$ cat src/rtl/sap_datapath.sv
// SAP-1 style datapath: 8-bit shared bus, PC, MAR, IR, A/B registers, adder/subtractor,
// 16x8 program RAM and status flags, sequenced by an external 12-bit control word.
module sap_datapath (
  input  logic        clk,
  input  logic        rst,
  input  logic [11:0] ctrl,
  input  logic        prog_we,
  input  logic [3:0]  prog_addr,
  input  logic [7:0]  prog_data,
  output logic [3:0]  opcode,
  output logic [7:0]  bus,
  output logic [3:0]  pc,
  output logic [3:0]  mar,
  output logic [7:0]  a_reg,
  output logic [7:0]  b_reg,
  output logic        carry,
  output logic        zero,
  output logic        halted,
  output logic        bus_conflict
);

  localparam int HLT       = 11;
  localparam int PC_INC    = 10;
  localparam int PC_EN     = 9;
  localparam int MEM_LOAD  = 8;
  localparam int MEM_EN    = 7;
  localparam int IR_LOAD   = 6;
  localparam int IR_EN     = 5;
  localparam int A_LOAD    = 4;
  localparam int A_EN      = 3;
  localparam int B_LOAD    = 2;
  localparam int ADDER_SUB = 1;
  localparam int ADDER_EN  = 0;

  logic [7:0] r_ram [16];
  logic [3:0] r_pc;
  logic [3:0] r_mar;
  logic [7:0] r_ir;
  logic [7:0] r_a;
  logic [7:0] r_b;
  logic       r_carry;
  logic       r_zero;
  logic       r_halted;
  logic       r_conflict;

  logic [8:0] w_sum;
  logic [7:0] w_alu;
  logic [7:0] w_mem;
  logic [7:0] w_bus;
  logic [2:0] w_en_cnt;

  // Two's-complement subtract as a + ~b + 1; bit 8 is the carry out of the 9-bit sum.
  function automatic logic [8:0] alu_sum(input logic [7:0] a, input logic [7:0] b,
                                         input logic sub);
    logic [7:0] b_op;
    b_op = sub ? ~b : b;
    return {1'b0, a} + {1'b0, b_op} + {8'h00, sub};
  endfunction

  assign w_sum    = alu_sum(r_a, r_b, ctrl[ADDER_SUB]);
  assign w_alu    = w_sum[7:0];
  assign w_mem    = r_ram[r_mar];
  assign w_en_cnt = {2'b00, ctrl[PC_EN]} + {2'b00, ctrl[MEM_EN]} + {2'b00, ctrl[IR_EN]}
                  + {2'b00, ctrl[A_EN]} + {2'b00, ctrl[ADDER_EN]};

  // Bus is forced idle during reset so no output depends on ctrl while rst is low.
  always_comb begin
    w_bus = 8'h00;
    if (rst) begin
      if (ctrl[PC_EN])         w_bus = {4'h0, r_pc};
      else if (ctrl[MEM_EN])   w_bus = w_mem;
      else if (ctrl[IR_EN])    w_bus = {4'h0, r_ir[3:0]};
      else if (ctrl[A_EN])     w_bus = r_a;
      else if (ctrl[ADDER_EN]) w_bus = w_alu;
    end
  end

  always_ff @(posedge clk) begin
    if (!rst) begin
      r_pc       <= 4'h0;
      r_mar      <= 4'h0;
      r_ir       <= 8'h00;
      r_a        <= 8'h00;
      r_b        <= 8'h00;
      r_carry    <= 1'b0;
      r_zero     <= 1'b0;
      r_halted   <= 1'b0;
      r_conflict <= 1'b0;
    end else if (!r_halted) begin
      if (ctrl[PC_INC])   r_pc  <= r_pc + 4'h1;
      if (ctrl[MEM_LOAD]) r_mar <= w_bus[3:0];
      if (ctrl[IR_LOAD])  r_ir  <= w_bus;
      if (ctrl[A_LOAD])   r_a   <= w_bus;
      if (ctrl[B_LOAD])   r_b   <= w_bus;
      if (ctrl[ADDER_EN] && ctrl[A_LOAD]) begin
        r_carry <= w_sum[8];
        r_zero  <= (w_alu == 8'h00);
      end
      if (w_en_cnt > 3'd1) r_conflict <= 1'b1;
      if (ctrl[HLT])       r_halted   <= 1'b1;
    end
  end

  // Program port is outside the reset/halt domain so code can be loaded at any time.
  always_ff @(posedge clk) begin
    if (prog_we) r_ram[prog_addr] <= prog_data;
  end

  assign opcode       = r_ir[7:4];
  assign bus          = w_bus;
  assign pc           = r_pc;
  assign mar          = r_mar;
  assign a_reg        = r_a;
  assign b_reg        = r_b;
  assign carry        = r_carry;
  assign zero         = r_zero;
  assign halted       = r_halted;
  assign bus_conflict = r_conflict;

endmodule

$ cat config.mk
export PLATFORM = sky130hd
export DESIGN_NAME = sap_datapath
export DESIGN_NICKNAME = d
export VERILOG_FILES = /design/src/rtl/sap_datapath.sv
export SDC_FILE = /design/constraint.sdc
export NUM_CORES = 1
export LEC_CHECK = 0
export BUFFER_PORTS_ARGS = -buffer_cell sky130_fd_sc_hd__buf_4
export CORE_MARGIN = 3
export CORE_UTILIZATION = 35
export DETAILED_ROUTE_END_ITERATION = 6
export GPL_TIMING_DRIVEN = 0
export PLACE_DENSITY = 0.6
export SYNTH_ARGS = -nofsm -noshare
export SYNTH_HDL_FRONTEND = slang
export SYNTH_SLANG_ARGS = --single-unit
$ cat constraint.sdc
create_clock -name clk -period 4.4 [get_ports clk]
set_input_delay 0.44 -clock clk [delete_from_list [all_inputs] [get_ports clk]]
set_output_delay 0.44 -clock clk [all_outputs]
set_load 0.05 [all_outputs]
### After elaboration in Yosys (flattened, before gate mapping)

Memory sizes are Yosys's and may differ from the RTL's. A register that Yosys moved wholly into a read port is not among the register bits.
Index checks and enable logic that the tools add are counted.
W data, S select, Z words.

| word-level totals | value |
|---|---|
| register bits after elaboration | 36 |
| RAM bits | 128 |
| output and inout port bits | 40 |
| memories kept | 1 |

Memories:

| name | words | bits a word | rd ports | clocked after Yosys merged registers in | wr ports | line | text |
|---|---|---|---|---|---|---|---|
| r_ram | 16 | 8 | 1 | 1 | 1 | 35 | `logic [7:0] r_ram [16];` |

| operators by class | value |
|---|---|
| $add $sub $neg | 7 |
| magnitude comparators | 1 |
| mux-type cells | 13 |
| bitwise logic cells | 2 |
| reduce and logical (&&, ||, !) cells | 9 |

Operators by type and width:

| operator | number |
|---|---|
| $mux W8 | 7 |
| $reduce_and A2 Y1 | 7 |
| $add A8 B8 Y9 | 1 |
| $add A9 B1 Y9 | 1 |
| $logic_not A8 Y1 | 1 |
| $mux W4 | 2 |
| $not A8 Y8 | 1 |
| $add A3 B1 Y3 | 2 |
| $add A4 B1 Y4 const B | 1 |
| $mux W1 | 4 |
| $add A2 B1 Y3 | 1 |
| $gt A3 B1 Y1 const B | 1 |
| $add A1 B1 Y2 | 1 |
| $logic_and A1 B1 Y1 | 1 |
| $not A1 Y1 | 1 |

### Longest topological paths before layout

Gate-level depths: netlist (run 1).

| logic depth | value |
|---|---|
| word-level depth | 12 |
| mapped depth | 10 |
| gate-level depth less buffers | 9 |

### Worst setup path after synthesis (run 1)

No wires, ideal clock.

| timing path | value |
|---|---|
| kind | reg-to-output |
| start point | register r_b[0] (netlist: b_reg[0]) |
| end point | output port bus[6] |
| arrival time | 3.082 ns |
| data required time | 3.960 ns |
| slack | 0.878 ns |
| stages on the path, launching flop included | 10 |
| path through | dfxtp_1 mux2i_1 inv_1 fa_1 a211oi_1 nor3b_1 o211a_1 nor3_1 o21ai_0 nor2_1 |

| on the way | value |
|---|---|
| cells in the longest elaborated chain, start to end | 10 |

Ends and longest elaborated chain:

| item | line | text |
|---|---|---|
| start: declaration | 40 | `logic [7:0] r_b;` |
| start signal: assignment | 94 | `if (ctrl[B_LOAD]) r_b <= w_bus;` |
| $not A8 Y8 | 56 | `b_op = sub ? ~b : b;` |
| $mux W8 * | 56 |  |
| $add A8 B8 Y9 * | 57 | `return {1'b0, a} + {1'b0, b_op} + {8'h00, sub};` |
| $add A9 B1 Y9 * | 57 |  |
| $mux W8 * | 74 | `else if (ctrl[ADDER_EN]) w_bus = w_alu;` |
| $mux W8 * | 73 | `else if (ctrl[A_EN]) w_bus = r_a;` |
| $mux W8 * | 72 | `else if (ctrl[IR_EN]) w_bus = {4'h0, r_ir[3:0]};` |
| $mux W8 * | 71 | `else if (ctrl[MEM_EN]) w_bus = w_mem;` |
| $mux W8 * | 70 | `if (ctrl[PC_EN]) w_bus = {4'h0, r_pc};` |
| $mux W8 * | 69 | `if (rst) begin` |
| end: declaration | 11 | `output logic [7:0] bus,` |

Mark *: on every way between the ends. The rest lies on a longest branch, timed or not.

### Worst setup path after layout (run 1)

Ends and elaborated chain as after synthesis.

==> impl_metrics.csv, run 1 <==
group,metric,value,unit
detailed_routing,post_drt_via_cell_ratio,5.16,
sta,hold_fails_final_rpt,0,
die,ioPinCount,67,
synthesis,post_synth.cell_area_avg,14.4,um2
placed_design,detailedPlacementHpwl,12.2,mm
placed_design,gp_congestion,0.885,
sta,final_max_slew_viol_count,0,
worst_hold_path,hold_path_depth,2,
finish,final_nets,629,
critical_path,regToRegStartpoint,"b_reg[0]$_SDFFE_PN0P_",
clocking,cts.reportedPaths.clkPinSlew,0.07,ns
detailed_routing,post-route-drc-count,0,
clocking,root_buffer,"clkbuf_16",
synthesis,synth-edff-count,128,
critical_path,worst_r2r_endpoint,"r_ir[6]$_SDFFE_PN0P_",
finish,seq_area,4640,um2
finish,registers.top_by_ff_count,"r_ram",
clocking,cts_buffers,17,
critical_path,r2r_setup_slack,1.54,ns
die,die-height,150,um
critical_path,crit_required,3.96,ns
detailed_routing,ant_nets,0,
clocking,ctsLongestPathBuffers,2,
die,die-width,150,um
sta,finalCritPeriodShare,85.3,%
placed_design,port_buffers,65,
critical_path,r2r.worst_path.cells,9,
die,design.die.area,22500,um2
synthesis,postSynthCellCount,506,
power,cellLeakagePower,0.00298,uW
run_status,outcome,"finished, final reports clean",
flow_run,drv_cap,0,
power,power.density,420,nW/um2
grt,antenna_found_initial,0,
synthesis,syn_nets,544,
finish,post_route_cells_drive_above_1_share,24.7,%
sta,slew_headroom,11.7,%
critical_path,critical_path.startpoint_type,"register",
critical_path,worst_ep_arrival_time,3.31,ns
grt,grt_max_degree,18,
clocking,cts_sinks,168,
detailed_routing,first_pass_iters,5,
synthesis,synth_area_leader_cell,"edfxtp_1",
detailed_routing,routed_wl,17.0,mm
detailed_routing,detail_route.iter0.violations,341,
sta,timing.setup.tns,0,ns
grt,grt_pass1_vias,4556,
clocking,cts_tree,"built",
finish,antenna_cells,0,
die,placeableCoreArea,20300,um2
finish,final_util,42.7,%
die,rows,52,
finish,area.growth.synth_to_final,19.3,%
finish,multi_input_comb_area,2430,um2
sta,fmaxAchievable,266,MHz
die,floorplan.initialDensity,35.8,%
sta,final_period_minus_worst_setup_slack,3.75,ns
clocking,cts_repair_resize_count,0,
sta,worst_hold_slack_after_final_layout,0.198,ns
clocking,post_cts.repair.setup_buffers,0,
synthesis,synth.top_cells.by_area,"edfxtp_1, dfxtp_1, mux4_2",
synthesis,ys_warn_count,0,
detailed_routing,routed-via-count,4512,
critical_path,class_of_the_most_critical_setup_path,"reg -> out",
critical_path,critPathMaxFanout,6,
synthesis,ys_ff_latch,168,
sta,worstMarginPinSlew,1.31,ns
synthesis,syn_area,7260,um2
synthesis,seq_area_frac_synth,63.9,%
synthesis,synth-async-reset-ratio,0,%
worst_hold_path,min_delay_path_class,"in -> reg",
critical_path,cp-end-kind,"primary output",
finish,fill_cells,1858,
sta,setup_viol,0,
detailed_routing,wl_per_cell,19.5,um
finish,max_reg_flops,128,
power,power.ir.vdd_worst,0.285,mV
sta,fin_skew,0.0188,ns
clocking,cts_htree_levels,4,
synthesis,yosys.cell_types.count,51,
worst_hold_path,worst_hold_path.endpoint,"halted$_SDFF_PN0_",
grt,global_route_wire_length_before_repair,26.3,mm
sta,rsz_0062_raised_after_global_routing,"false",
grt,globalRouteOverflowTotal,0,
clocking,worstSkewPairLatency,0.44,ns
grt,groute.usage.overall,15.8,%
synthesis,yosys.area.top_type_share,52.9,%
worst_hold_path,holdCritStartpoint,"ctrl[11]",
synthesis,synth_top_flop_cell,"edfxtp_1",
clocking,holdBufCountCts,0,
[worst max-delay path by stage]
stage	from	endpoint	slack, ns	cells past startpoint
2_1_floorplan	b_reg[0]$_SDFFE_PN0P_	bus[6]	0.88	9
3_3_place_gp	ctrl[1]	bus[6]	1.02	11
3_5_place_dp	ctrl[1]	bus[6]	1.02	11
4_1_cts	b_reg[0]$_SDFFE_PN0P_	bus[6]	0.66	10
5_1_grt	b_reg[0]$_SDFFE_PN0P_	bus[6]	0.40	10
6_report	b_reg[0]$_SDFFE_PN0P_	bus[6]	0.65	10
[cell usage after synthesis (5+ instances only)]
library cell  count
nor2_1           29
o21a_1            5
dfxtp_1          40
nand2b_1         12
and2_1            6
mux4_2           26
mux2i_1          26
nand2_1          25
a211oi_1          6
o21ai_0          28
nor2b_1          21
buf_4             8
edfxtp_1        128
nand3_1          16
nor3_1            9
inv_1             6
xnor2_1           5
a22oi_1           7
ha_1              9
clkbuf_1         14
xor2_1           10
a21oi_1          22
nand3b_1          5
[layer usage]
metal / track usage, % / vias up / part of all wire [%]
met4: 4.16 / 0 / 1.1
met1: 21.0 / 2226 / 44
li1: - / 2101 / -
met3: 4.21 / 22 / 7.2
met5: 0 / - / 0
met2: 25.8 / 163 / 48
[worst max-delay path, cell delays in order (launching register included)]
cell and delay [ns]:
dfxtp_1 0.46, mux2i_1 0.39, inv_1 0.11, fa_1 0.46, a211oi_1 0.29, nor3b_1 0.13, o21ai_0 0.28, nor3_1 0.09
o21ai_0 0.39, nor2_1 0.09, buf_4 0.21
[kinds of logic (layout without fill, tap and decap cells)]
| family | after synthesis | after routing | synth area share [%] |
|---|---|---|---|
| compound gates | 92 | 92 | 8.37 |
| xor+xnor | 15 | 15 | 1.81 |
| fa+ha+maj | 11 | 11 | 2.10 |
| buf+inv | 35 | 133 | 2.69 |
| flops | 168 | 168 | 63.9 |
| mux | 53 | 53 | 11.8 |
| simple gates | 132 | 132 | 9.29 |
[per-stage QoR]
stage               worst slack [ns]  instances  total power, uW  area [um2]
finish                         0.647        874             3640        8660
global route                   0.400        874             3770        8660
CTS                            0.665        874             3660        8660
detailed placement              1.02        842             2260        8100
global placement                1.02        841             2250        8090
floorplan                      0.878        506             2110        7260
[cells in the final DEF (no fill, tap or decap), types with 6 or more instances in the layout]
cell / count
a22oi_1: 7
nand3_1: 16
ha_1: 9
a21oi_1: 22
xor2_1: 10
nor3_1: 7
nand2_1: 25
inv_1: 6
o21ai_0: 28
nor2_1: 29
clkbuf_1: 14
and2_1: 6
mux4_2: 26
mux2i_1: 26
edfxtp_1: 128
clkbuf_16: 17
nand2b_1: 12
dfxtp_1: 40
buf_4: 73
nor2b_1: 21
a211oi_1: 6
[final cells by class]
cell class	instances	area share [%]
timing repair buffer	66	5.69
tap	270	3.90
sequential	168	53.6
multi-input combinational	303	28.1
clock buffer	17	4.91
inverter	6	0.260
buffer	29	1.99
clock inverter	15	1.56
[where the power goes]
group | internal, uW | total [uW] | leakage [uW] | switching [uW]
Combinational | 170 | 453 | 0.00124 | 283
Clock | 742 | 1410 | 0.000259 | 665
Sequential | 1750 | 1780 | 0.00148 | 26.6
Note: power is estimated with default switching activity, not from simulation.
==> run 2, diff against run 1 <==
--- a/config.mk
+++ b/config.mk
@@ -7,10 +7,10 @@
 export LEC_CHECK = 0
 export BUFFER_PORTS_ARGS = -buffer_cell sky130_fd_sc_hd__buf_4
 export CORE_MARGIN = 3
-export CORE_UTILIZATION = 35
+export CORE_UTILIZATION = 55
 export DETAILED_ROUTE_END_ITERATION = 6
 export GPL_TIMING_DRIVEN = 0
-export PLACE_DENSITY = 0.6
+export PLACE_DENSITY = 0.83
 export SYNTH_ARGS = -nofsm -noshare
 export SYNTH_HDL_FRONTEND = slang
 export SYNTH_SLANG_ARGS = --single-unit
==> run 2 against run 1 <==
Net effect:
- final area is 1.3% lower
- clock power is essentially flat
- non-clock buffer count stayed put
- sequential share of layout area rose by 0.70 points
- total power grew 0.23%
- clock skew is 0.011 ns lower
- fmax is 1.3% higher
- worst setup slack gained 0.048 ns
- flip-flop and latch count stayed put
- combinational power barely moved
- critical path depth is 1 lower
- sequential power is essentially flat
- critical endpoint is now bus[1]
==> impl_metrics.csv, run 2 (synthesis results as in run 1) <==
group,metric,value,unit
die,die-width,121,um
critical_path,cp-end-kind,"primary output",
finish,final_nets,629,
sta,postLayoutSetupSlackWorst,0.695,ns
placed_design,gp_congestion,0.863,
sta,hold_fails_final_rpt,0,
critical_path,worst_path_max_delay_cell,"fa_1",
worst_hold_path,worst_hold_path.endpoint,"halted$_SDFF_PN0_",
grt,groute.usage.overall,23.4,%
critical_path,timing.critical_path.buf_inv,2,
die,floorplan.initialDensity,56.9,%
clocking,cts_sinks,168,
critical_path,regToRegStartpoint,"b_reg[0]$_SDFFE_PN0P_",
finish,layout.cells.most_common,"edfxtp_1",
critical_path,class_of_the_most_critical_setup_path,"reg -> out",
grt,globalRouteOverflowTotal,0,
critical_path,timing.critical_path.max_delay_family,"compound AO/OA/AOI/OAI gates",
sta,final_max_slew_viol_count,0,
finish,post_route_cells_drive_above_1_share,24.8,%
power,power.density,426,nW/um2
sta,worstMarginPinSlew,1.06,ns
critical_path,crit_required,3.96,ns
sta,fmaxAchievable,270,MHz
grt,antenna_found_initial,0,
detailed_routing,routed_wl,16.4,mm
critical_path,critPathMaxFanout,6,
worst_hold_path,hold_path_depth,2,
die,ioPinCount,67,
sta,final_period_minus_worst_setup_slack,3.71,ns
finish,multi_input_comb_area,2440,um2
clocking,cts_repair_resize_count,0,
critical_path,worst_ep_arrival_time,3.27,ns
placed_design,dp_slack,1.05,ns
critical_path,r2r.worst_path.cells,9,
clocking,cts.reportedPaths.clkPinSlew,0.07,ns
worst_hold_path,holdCritStartpoint,"ctrl[11]",
power,cellLeakagePower,0.00301,uW
finish,fill_cells,878,
placed_design,port_buffers,65,
critical_path,worst_r2r_endpoint,"a_reg[6]$_SDFFE_PN0P_",
die,rows,41,
critical_path,timing.critical_path.from,"b_reg[0]$_SDFFE_PN0P_",
detailed_routing,detail_route.iter0.violations,471,
clocking,cts_tree,"built",
clocking,post_cts.repair.setup_buffers,0,
sta,finalCritPeriodShare,84.2,%
clocking,cts_htree_levels,4,
critical_path,worstPathCellList,"mux2i_1 -> inv_1 -> fa_1 -> nand3b_1 -> a311oi_1 -> nor2_1 -> a32oi_1 -> and2_1 -> buf_4",
grt,global_route_wire_length_before_repair,25.1,mm
detailed_routing,wl_per_cell,21.2,um
worst_hold_path,min_delay_path_class,"in -> reg",
sta,timing.setup.tns,0,ns
finish,final_util,67.0,%
finish,antenna_cells,0,
run_status,outcome,"finished, final reports clean",
clocking,worstSkewPairLatency,0.43,ns
finish,area.growth.synth_to_final,17.8,%
critical_path,critical_path.startpoint_type,"register",
finish,layout.cells.most_common_list,"edfxtp_1, buf_4, dfxtp_1, nor2_1, o21ai_0",
clocking,holdBufCountCts,0,
die,placeableCoreArea,12800,um2
grt,grt_pass1_vias,4552,
finish,max_reg_flops,128,
sta,rsz_0062_raised_after_global_routing,"false",
detailed_routing,routed-via-count,4613,
clocking,ctsLongestPathBuffers,2,
clocking,cts_buffers,17,
detailed_routing,post_drt_via_cell_ratio,5.94,
detailed_routing,post-route-drc-count,0,
detailed_routing,first_pass_iters,5,
clocking,root_buffer,"clkbuf_16",
die,design.die.area,14600,um2
placed_design,detailedPlacementHpwl,11.5,mm
sta,setup_viol,0,
detailed_routing,ant_nets,0,
sta,slew_headroom,29.0,%
power,power.ir.vdd_worst,0.401,mV
sta,fin_skew,0.00810,ns
flow_run,drv_cap,0,
critical_path,crit_path_max_incr_delay,0.55,ns
critical_path,r2r_setup_slack,1.57,ns
grt,grt_max_degree,17,
finish,registers.top_by_ff_count,"r_ram",
finish,seq_area,4640,um2
die,die-height,121,um
run 2: power by group:
| part | switching (uW) | leakage (uW) | internal (uW) |
|---|---|---|---|
| sequential | 26.6 | 0.00148 | 1750 |
| combinational | 280 | 0.00124 | 170 |
| clock | 626 | 0.000279 | 791 |
| total | 932 | 0.00301 | 2710 |
run 2: how the worst max path moves through the flow:
| stage | depth (start not counted) | to |
|---|---|---|
| finish | 9 | bus[1] |
| global route | 10 | bus[6] |
| CTS | 10 | bus[6] |
| detailed placement | 11 | bus[6] |
| global placement | 10 | bus[1] |
| floorplan | 9 | bus[6] |
run 2: metrics by stage:
stage               total power (uW)  cell area, um2  cells  hold WS (ns)
floorplan                       2110            7260    506         0.444
global placement                2240            7970    743         0.452
detailed placement              2260            7980    743         0.470
CTS                             3650            8540    775         0.186
global route                    3770            8550    776         0.182
finish                          3640            8550    776         0.202
run 2: final cells by class:
type | count | share of cell area, %
buffer | 29 | 2.02
tap | 172 | 2.52
multi-input combinational | 303 | 28.5
clock buffer | 17 | 4.97
clock inverter | 15 | 1.65
inverter | 6 | 0.263
sequential | 168 | 54.3
timing repair buffer | 66 | 5.76
run 2: metal layers:
| metal | global-route usage [%] | wire length (um) |
|---|---|---|
| met5 | 0 | 0 |
| met4 | 8.85 | 359 |
| met3 | 5.92 | 1120 |
| met2 | 38.0 | 8220 |
| met1 | 30.6 | 6710 |
==> run 3, diff against run 2 <==
==> constraint.sdc (replaced) <==
create_clock -name clk -period 3.75 [get_ports clk]
set_input_delay 0.375 -clock clk [delete_from_list [all_inputs] [get_ports clk]]
set_output_delay 0.375 -clock clk [all_outputs]
set_load 0.05 [all_outputs]
==> run 3 against run 2 <==
Net effect:
- critical path depth is the same
- combinational power grew 17%
- highest routed layer unchanged
- final cell count is the same
- largest cell class unchanged
- register-to-register slack lost 0.64 ns
- clock skew shrank 0.00064 ns
- non-clock buffer count is the same
==> impl_metrics.csv, run 3 (synthesis results as in run 1) <==
group,metric,value,unit
grt,grt_max_degree,17,
finish,layout.cells.most_common_list,"edfxtp_1, buf_4, dfxtp_1, nor2_1, o21ai_0",
detailed_routing,post_drt_via_cell_ratio,5.95,
detailed_routing,routed-via-count,4615,
worst_hold_path,hold_path_depth,2,
sta,setup_viol,0,
placed_design,place_area,7980,um2
worst_hold_path,min_delay_path_class,"in -> reg",
critical_path,worst_ep_arrival_time,3.27,ns
critical_path,timing.critical_path.max_delay_family,"compound AO/OA/AOI/OAI gates",
die,design.die.area,14600,um2
clocking,ctsLongestPathBuffers,2,
die,die-width,121,um
die,rows,41,
clocking,cts.reportedPaths.clkPinSlew,0.07,ns
detailed_routing,ant_nets,0,
grt,globalRouteOverflowTotal,0,
grt,antenna_found_initial,0,
grt,global_route_wire_length_before_repair,25.1,mm
finish,layout.cells.most_common,"edfxtp_1",
finish,area.growth.synth_to_final,17.8,%
flow_run,drv_cap,0,
finish,final_nets,629,
sta,final_max_slew_viol_count,0,
finish,post_route_cells_drive_above_1_share,24.8,%
clocking,cts_sinks,168,
critical_path,timing.critical_path.depth,9,
critical_path,cp-end-kind,"primary output",
run_status,outcome,"finished, final reports clean",
clocking,root_buffer,"clkbuf_16",
detailed_routing,wl_per_cell,21.2,um
die,die-height,121,um
grt,grt_pass1_vias,4552,
clocking,cts_htree_levels,4,
sta,worstMarginPinSlew,1.06,ns
placed_design,port_buffers,65,
clocking,worstSkewPairLatency,0.43,ns
finish,max_reg_flops,128,
critical_path,timing.critical_path.buf_inv,2,
power,cellLeakagePower,0.00301,uW
die,placeableCoreArea,12800,um2
finish,fill_cells,878,
sta,finalCritPeriodShare,97.1,%
sta,timing.setup.tns,0,ns
critical_path,worst_path_max_delay_cell,"fa_1",
critical_path,r2r.worst_path.cells,9,
power,power.ir.vdd_worst,0.469,mV
finish,final_area,8550,um2
die,floorplan.initialDensity,56.9,%
sta,fin_skew,0.00746,ns
finish,multi_input_comb_area,2440,um2
placed_design,detailedPlacementHpwl,11.5,mm
sta,fmaxAchievable,275,MHz
sta,slew_headroom,29.1,%
critical_path,class_of_the_most_critical_setup_path,"reg -> out",
clocking,cts_buffers,17,
sta,final_period_minus_worst_setup_slack,3.64,ns
die,ioPinCount,67,
critical_path,worstPathCellList,"mux2i_1 -> inv_1 -> fa_1 -> nand3b_1 -> a311oi_1 -> nor2_1 -> a32oi_1 -> and2_1 -> buf_4",
detailed_routing,first_pass_iters,5,
critical_path,critical_path.startpoint_type,"register",
critical_path,crit_required,3.38,ns
sta,rsz_0062_raised_after_global_routing,"false",
critical_path,crit_path_max_incr_delay,0.55,ns
detailed_routing,post-route-drc-count,0,
finish,registers.top_by_ff_count,"r_ram",
placed_design,gp_congestion,0.863,
finish,seq_area,4640,um2
detailed_routing,routed_wl,16.4,mm
sta,hold_fails_final_rpt,0,
grt,groute.usage.overall,23.4,%
critical_path,critPathMaxFanout,6,
power,power.density,500,nW/um2
finish,antenna_cells,0,
detailed_routing,detail_route.iter0.violations,475,
clocking,cts_tree,"built",
## run 3: cell types whose count changed in the layout (fill, tap and decap cells not counted)
cell	change
o21ai_0	-1
o21ai_1	+1
## run 3: per-layer routing
metal,routed length (um),track usage (%)
met5,0,0
met4,355,8.85
met3,1180,5.92
met2,8220,38.0
met1,6670,30.6
## run 3: what timing repair did
action                                  4_1_cts  5_1_grt
gates resized for setup                       0        1
setup buffers                                 0        0
endpoints found under the setup margin        0        1
hold buffers                                  0        0
endpoints found under the hold margin         0        0
## run 3: area by class of cell
cell class	count	share of cell area, %
timing repair buffer	66	5.76
multi-input combinational	303	28.5
clock inverter	15	1.65
buffer	29	2.02
clock buffer	17	4.97
inverter	6	0.263
sequential	168	54.3
tap	172	2.52
## run 3: per-stage QoR
stage | util, % | std cells | hold WS, ns | worst slack (ns) | power [uW]
2_1_floorplan | - | 506 | 0.444 | 0.293 | 2470
3_3_place_gp | 62.4 | 743 | 0.452 | 0.528 | 2630
3_5_place_dp | 62.4 | 743 | 0.470 | 0.531 | 2650
4_1_cts | 66.9 | 775 | 0.121 | 0.119 | 4290
5_1_grt | 67.0 | 776 | 0.117 | 0.00444 | 4420
6_report | 67.0 | 776 | 0.136 | 0.109 | 4280
## run 3: power by group
part           total [uW]  internal, uW  switching [uW]
clock                1660           929             734
sequential           2080          2050            31.3
combinational         528           199             329
total                4280          3180            1090
## run 3: worst paths after layout
check,from,to,slack [ns]
setup / recovery,b_reg[0]$_SDFFE_PN0P_,bus[1],0.11
hold / removal,ctrl[11],halted$_SDFF_PN0_,0.14
setup reg to reg,b_reg[0]$_SDFFE_PN0P_,mar[1]$_SDFFE_PN0P_,0.93
hold reg to reg,bus_conflict$_SDFFE_PN0P_,bus_conflict$_SDFFE_PN0P_,0.48
